===== src/rtl/alu_issue_queue.sv =====
// ALU reservation station: holds renamed ALU ops until both operands are
// valid, snoops the FU wakeup broadcast, and issues the lowest-index ready
// op into the FU each cycle the FU is available.
module alu_issue_queue #(
  parameter int unsigned DEPTH     = 8,
  parameter int unsigned TAG_WIDTH = 6
) (
  input  logic                         clk,
  input  logic                         reset,
  input  logic                         flush,
  input  logic                         dispatch_valid,
  output logic                         dispatch_ready,
  input  logic [3:0]                   dispatch_ALUControl,
  input  logic                         dispatch_ALUSrc,
  input  logic [31:0]                  dispatch_imm,
  input  logic                         dispatch_rs1_ready,
  input  logic [TAG_WIDTH-1:0]         dispatch_rs1_tag,
  input  logic [31:0]                  dispatch_rs1_value,
  input  logic                         dispatch_rs2_ready,
  input  logic [TAG_WIDTH-1:0]         dispatch_rs2_tag,
  input  logic [31:0]                  dispatch_rs2_value,
  input  logic [TAG_WIDTH-1:0]         dispatch_tag_to_output,
  input  logic [TAG_WIDTH-1:0]         dispatch_rob_index,
  input  logic                         wakeup_active,
  input  logic [TAG_WIDTH-1:0]         wakeup_tag,
  input  logic [31:0]                  wakeup_value,
  input  logic                         fu_is_available,
  output logic                         issue_write_enable,
  output logic [3:0]                   issue_ALUControl,
  output logic                         issue_ALUSrc,
  output logic [31:0]                  issue_imm,
  output logic [31:0]                  issue_rs1_value,
  output logic [31:0]                  issue_rs2_value,
  output logic [TAG_WIDTH-1:0]         issue_tag_to_output,
  output logic [TAG_WIDTH-1:0]         issue_rob_index,
  output logic [$clog2(DEPTH+1)-1:0]   occupancy
);

  localparam int unsigned OCC_W = $clog2(DEPTH + 1);
  localparam int unsigned IDX_W = $clog2(DEPTH);

  typedef struct packed {
    logic                 valid;
    logic [3:0]           alu_ctl;
    logic                 alu_src;
    logic [31:0]          imm;
    logic                 rs1_rdy;
    logic [TAG_WIDTH-1:0] rs1_tag;
    logic [31:0]          rs1_val;
    logic                 rs2_rdy;
    logic [TAG_WIDTH-1:0] rs2_tag;
    logic [31:0]          rs2_val;
    logic [TAG_WIDTH-1:0] dst_tag;
    logic [TAG_WIDTH-1:0] rob_idx;
  } entry_t;

  entry_t [DEPTH-1:0] q;
  entry_t             new_e;
  logic [IDX_W-1:0]   free_idx;
  logic [IDX_W-1:0]   sel_idx;
  logic               cand_found;
  logic               dispatch_fire;

  // Full check uses registered occupancy only; an issue this cycle frees nothing yet.
  assign dispatch_ready = (occupancy != OCC_W'(DEPTH));
  assign dispatch_fire  = dispatch_valid && dispatch_ready;

  // Lowest-index free slot and lowest-index issuable entry.
  always_comb begin
    free_idx   = '0;
    sel_idx    = '0;
    cand_found = 1'b0;
    for (int i = DEPTH - 1; i >= 0; i--) begin
      if (!q[i].valid) free_idx = IDX_W'(i);
      if (q[i].valid && q[i].rs1_rdy && q[i].rs2_rdy) begin
        sel_idx    = IDX_W'(i);
        cand_found = 1'b1;
      end
    end
  end

  // Build the incoming entry, forwarding a same-cycle wakeup into unready sources.
  always_comb begin
    new_e         = '0;
    new_e.valid   = 1'b1;
    new_e.alu_ctl = dispatch_ALUControl;
    new_e.alu_src = dispatch_ALUSrc;
    new_e.imm     = dispatch_imm;
    new_e.rs1_rdy = dispatch_rs1_ready;
    new_e.rs1_tag = dispatch_rs1_tag;
    new_e.rs1_val = dispatch_rs1_value;
    new_e.rs2_rdy = dispatch_rs2_ready;
    new_e.rs2_tag = dispatch_rs2_tag;
    new_e.rs2_val = dispatch_rs2_value;
    new_e.dst_tag = dispatch_tag_to_output;
    new_e.rob_idx = dispatch_rob_index;
    if (!dispatch_rs1_ready && wakeup_active && (wakeup_tag == dispatch_rs1_tag)) begin
      new_e.rs1_rdy = 1'b1;
      new_e.rs1_val = wakeup_value;
    end
    if (dispatch_ALUSrc) begin
      new_e.rs2_rdy = 1'b1;
    end else if (!dispatch_rs2_ready && wakeup_active && (wakeup_tag == dispatch_rs2_tag)) begin
      new_e.rs2_rdy = 1'b1;
      new_e.rs2_val = wakeup_value;
    end
  end

  assign issue_write_enable = fu_is_available && cand_found && !flush;

  // Issue payload comes straight from the selected entry; zero when idle.
  always_comb begin
    issue_ALUControl    = '0;
    issue_ALUSrc        = 1'b0;
    issue_imm           = '0;
    issue_rs1_value     = '0;
    issue_rs2_value     = '0;
    issue_tag_to_output = '0;
    issue_rob_index     = '0;
    if (issue_write_enable) begin
      issue_ALUControl    = q[sel_idx].alu_ctl;
      issue_ALUSrc        = q[sel_idx].alu_src;
      issue_imm           = q[sel_idx].imm;
      issue_rs1_value     = q[sel_idx].rs1_val;
      issue_rs2_value     = q[sel_idx].rs2_val;
      issue_tag_to_output = q[sel_idx].dst_tag;
      issue_rob_index     = q[sel_idx].rob_idx;
    end
  end

  // Entry storage: flush beats everything; otherwise snoop, retire issued, then accept dispatch.
  always_ff @(posedge clk or posedge reset) begin
    if (reset) begin
      q <= '0;
    end else if (flush) begin
      for (int i = 0; i < DEPTH; i++) q[i].valid <= 1'b0;
    end else begin
      for (int i = 0; i < DEPTH; i++) begin
        if (q[i].valid && wakeup_active) begin
          if (!q[i].rs1_rdy && (q[i].rs1_tag == wakeup_tag)) begin
            q[i].rs1_rdy <= 1'b1;
            q[i].rs1_val <= wakeup_value;
          end
          if (!q[i].rs2_rdy && (q[i].rs2_tag == wakeup_tag)) begin
            q[i].rs2_rdy <= 1'b1;
            q[i].rs2_val <= wakeup_value;
          end
        end
        if (issue_write_enable && (sel_idx == IDX_W'(i))) q[i].valid <= 1'b0;
        if (dispatch_fire && (free_idx == IDX_W'(i))) q[i] <= new_e;
      end
    end
  end

  // Occupancy counter.
  always_ff @(posedge clk or posedge reset) begin
    if (reset) begin
      occupancy <= '0;
    end else if (flush) begin
      occupancy <= '0;
    end else begin
      case ({dispatch_fire, issue_write_enable})
        2'b10:   occupancy <= occupancy + OCC_W'(1);
        2'b01:   occupancy <= occupancy - OCC_W'(1);
        default: occupancy <= occupancy;
      endcase
    end
  end

endmodule


===== config.mk =====
export PLATFORM = sky130hd
export DESIGN_NAME = alu_issue_queue
export DESIGN_NICKNAME = d
export VERILOG_FILES = /design/src/rtl/alu_issue_queue.sv
export SDC_FILE = /design/constraint.sdc
export NUM_CORES = 2
export LEC_CHECK = 0
export CORE_AREA = 10 10 306 366
export DETAILED_ROUTE_END_ITERATION = 10
export DIE_AREA = 0 0 316 376
export PLACE_DENSITY = 0.68
export SETUP_SLACK_MARGIN = 0.05
export SLEW_MARGIN = 20
export SYNTH_ARGS = -nofsm -noshare
export SYNTH_HDL_FRONTEND = slang
export SYNTH_SLANG_ARGS = --single-unit

===== constraint.sdc =====
create_clock -name clk -period 92.4 [get_ports clk]
set_clock_uncertainty 0.05 [all_clocks]
set_input_delay 13.86 -clock clk [delete_from_list [all_inputs] [get_ports clk]]
set_output_delay 13.86 -clock clk [all_outputs]
set_load 0.01 [all_outputs]

==> reports/summary.md <==
## Status
* finished, final reports clean — result of the run

## GRT
* 0.3508 — met1 Use GR
* 0.05980 — GRT met3 Usage
* met2 — most crowded layer after global routing
* 0.2666 — GRT Resource Usage Total
* 244000 µm — global-route wire length before repair
* 37847 — via count of the first global-routing pass
* 122 — pin count of the biggest net entering global routing
* 0.4342 — grt met2 use
* 0 — overall overflow remaining after global route
* 32 — initial antenna violation count

## Logic synthesis
* 0.4960 — sequential fraction of the synthesis area
* sky130_fd_sc_hd__dfrtp_1 — most frequently used flop master after synthesis
* 61 — distinct cell type count of the synthesized netlist
* 1028 — Seq cells post-synth
* 1028 x sky130_fd_sc_hd__dfrtp_1, 934 x sky130_fd_sc_hd__mux2i_1, 706 x sky130_fd_sc_hd__nand2_1, 497 x sky130_fd_sc_hd__mux2_2, 375 x sky130_fd_sc_hd__o21ai_0 — top cells by instance count after synthesis
* 4760 — total nets after synthesis
* sky130_fd_sc_hd__dfrtp_1 — cell type contributing the most total cell area after synthesis
* sky130_fd_sc_hd__dfrtp_1 — most frequently used cell type in the post-synthesis netlist
* 0.4960 — area share of the largest cell type after synthesis
* 0 — total number of yosys warnings
* 1.000 — async set or reset register ratio after synthesis
* 0 — number of enable flip-flop cells after synthesis
* 4587 — post-synthesis instance total
* sky130_fd_sc_hd__dfrtp_1 50%, sky130_fd_sc_hd__mux2i_1 18%, sky130_fd_sc_hd__mux2_2 11%, sky130_fd_sc_hd__nand2_1 5.1%, sky130_fd_sc_hd__o21ai_0 3.6% — Area contributors post-synth
* 11.31 µm² — synthesized area divided by synthesized cell count
* 51870 µm² — Cell Area, Synth

## CTS
* sky130_fd_sc_hd__clkbuf_16 — root buf cell
* 3 — CTS Buffer Depth
* 3 — H-tree depth reported by CTS
* built — CTS tree
* 107 — clock buffers created by TritonCTS
* 0 — cts repair resizes
* 1028 — CTS Sinks
* 0 — Post-CTS Repair Setup Buffers
* 0 — Post-CTS Hold Buffers
* 0.70 ns — latest clock arrival within the worst-skew pair
* 0.06 ns — Clock Pin Slew Worst Setup and Hold Paths

## STA
* 1.268 ns — Slew @ Worst Pin
* 0.3514 — final worst-path cycle share
* 0 — final setup fails
* 30.79 MHz — achievable frequency
* 0.1483 — worst max-slew margin expressed relative to the limit
* false — unrepaired setup endpoints after global routing
* 32.47 ns — time the final worst path needs with I/O delays and setup
* 0 ns — Total Negative Setup Slacks
* 0 — max-slew violation total from the final report
* 0 — final hold violations

## Setup path
* sky130_fd_sc_hd__clkdlybuf4s50_1 — most used cell along the critical path
* input pin — Worst setup SP type
* 78.49 ns — required time at the endpoint of the critical path
* 66 — Critical Path Fanout Max
* output port — nature of the critical path endpoint
* sky130_fd_sc_hd__nor3_1 — crit path max-delay cell type
* buffers and inverters — top cell family by delay on the critical path
* clkdlybuf4s50_1 -> inv_1 -> nand2_1 -> nor3_1 -> nand3_4 -> buf_4 -> o221ai_1 -> clkdlybuf4s50_1 — sequence of cells on the critical path
* input pin to output port — type of the worst setup path
* 4 — Critical path buffers and inverters
* 1.02 ns — largest stage delay on the critical path
* 18.56 ns — Crit path arrival time

## Route
* 0 — DRC
* 5.980 — ratio of routed vias to standard cells
* 2911 — drt initial violations
* 160500 µm — wirelength, routed
* 26.14 µm — routed len/inst
* 0 — number of antenna-violating nets in the routed design
* 36728 — total via count after detailed routing
* 5 — First-pass DRT Iterations

## Cells and area
* 0.1734 — fraction of final layout cells sized beyond drive strength 1
* 14.23% — layout overhead on the synthesized area
* 4828 — number of nets in the layout
* 0.5665 — final design utilization

## Die
* 376 µm — chip height
* 118800 µm² — DIE AREA
* 316 µm — width of the die
* 0.4959 — initial core utilization
* 290 — number of primary I/O pins
* 104600 µm² — Core Box Area
* 130 — number of standard-cell rows in the floorplan

## Placement
* 97570 µm — Post-DP HPWL
* 0.8735 — last weighted congestion value of the routability-driven placer
* 289 — port buffer count

## Power and ir drop
* 18.40 nW/µm² — power density over the cells
* 27.25 nW — Pleak
* 0.00001504 V — maximum vdd ir drop

## Min path
* flop to flop — worst min-delay path category

## Run
* 0 — Max Cap Violations

-- report_power, final --
group          internal (mW)  switching [mW]  total [mW]
combinational         0.0568          0.0747       0.131
clock                  0.259           0.189       0.448
sequential             0.489          0.0214       0.511
total                  0.805           0.285        1.09
-- state kept, by name, summed over array words and instances, names as in the netlist --
signal,cells
occupancy,4
q,1024
-- cell type report --
| cell class | instances | area (µm²) |
|---|---|---|
| diodes | 15 | 37.54 |
| clock buffers | 151 | 3103 |
| clock inverters | 44 | 540.5 |
| fillers | 8913 | 45340 |
| inverters | 11 | 48.80 |
| multi-input cells | 3133 | 24500 |
| flip-flops and latches | 1028 | 25720 |
| well taps | 1386 | 1734 |
| repair buffers | 374 | 3562 |
-- path summary, 6_finish.rpt --
check / from / to / slack [ns] / depth (start not counted)
max: flush / issue_rs1_value[30] / 59.93 / 8
min: q[485]$_DFFE_PP0P_ / q[485]$_DFFE_PP0P_ / 0.42 / 2
max reg2reg: q[383]$_DFFE_PP0P_ / q[1023]$_DFFE_PP0P_ / 87.87 / 7
min reg2reg: q[485]$_DFFE_PP0P_ / q[485]$_DFFE_PP0P_ / 0.42 / 2
max in group asynchronous: reset / q[477]$_DFFE_PP0P_ / 75.51 / 5
min in group asynchronous: reset / q[654]$_DFFE_PP0P_ / 13.69 / 2
-- routing by layer --
metal,vias to the layer above,wire (µm)
met2,1148,75980
met3,270,11530
met5,-,264
met1,18804,68450
met4,40,4316
li1,16466,-
-- logic make-up (layout without fill, tap and decap cells) --
family | count (synthesis) | after routing | synth area share
buffers and inverters | 426 | 580 | 0.03722
xor gates and xnor gates | 111 | 111 | 0.01874
DFF | 1028 | 1028 | 0.4960
AOI/OAI and AO/OA | 759 | 759 | 0.09184
and+or+nand+nor | 822 | 822 | 0.06586
adders and majority gates | 2 | 2 | 0.0004824
muxes | 1439 | 1439 | 0.2899
other | 0 | 15 | 0
-- per-stage QoR --
stage / power [mW] / cell area, µm² / cells / hold WS, ns / setup slack [ns]
after global placement: 0.6462 / 55510 / 5928 / 0.4074 / 60.14
after detailed placement: 0.6496 / 55560 / 5932 / 0.4124 / 60.09
after CTS: 1.097 / 59200 / 6127 / 0.4271 / 60.08
after floorplan: 0.5992 / 51870 / 4587 / 0.3950 / 49.56
final: 1.090 / 59250 / 6142 / 0.4239 / 59.93
after global routing: 1.131 / 59220 / 6133 / 0.4457 / 59.81
-- cell usage in the layout, fill, tap and decap left out, types with 6 or more instances in the layout --
cell type / count
sky130_fd_sc_hd__nor2_4: 6
sky130_fd_sc_hd__xnor2_1: 51
sky130_fd_sc_hd__xor2_1: 60
sky130_fd_sc_hd__nand4_1: 20
sky130_fd_sc_hd__o22a_1: 113
sky130_fd_sc_hd__nand2_1: 697
sky130_fd_sc_hd__nand3_1: 12
sky130_fd_sc_hd__a21oi_1: 12
sky130_fd_sc_hd__clkdlybuf4s50_1: 289
sky130_fd_sc_hd__diode_2: 15
sky130_fd_sc_hd__o21ai_1: 113
sky130_fd_sc_hd__clkbuf_1: 18
sky130_fd_sc_hd__mux2_2: 497
sky130_fd_sc_hd__buf_4: 79
sky130_fd_sc_hd__nor2_1: 11
sky130_fd_sc_hd__mux2i_1: 934
sky130_fd_sc_hd__bufinv_16: 9
sky130_fd_sc_hd__dfrtp_1: 1028
sky130_fd_sc_hd__o31a_2: 6
sky130_fd_sc_hd__nand2_2: 7
sky130_fd_sc_hd__mux2_1: 8
sky130_fd_sc_hd__nor4_1: 21
sky130_fd_sc_hd__a21oi_4: 7
sky130_fd_sc_hd__clkbuf_16: 107
sky130_fd_sc_hd__inv_1: 9
sky130_fd_sc_hd__o21ai_0: 375
sky130_fd_sc_hd__o221ai_1: 113
sky130_fd_sc_hd__clkinv_2: 23
sky130_fd_sc_hd__clkbuf_8: 26
-- tightest hold or removal path, cell delays in order (launching register included) --
cell                      delay (ns)
sky130_fd_sc_hd__dfrtp_1        0.34
sky130_fd_sc_hd__nand2_1        0.05
sky130_fd_sc_hd__nand2_1        0.05
No activity file was read; power rests on OpenSTA's default activity.
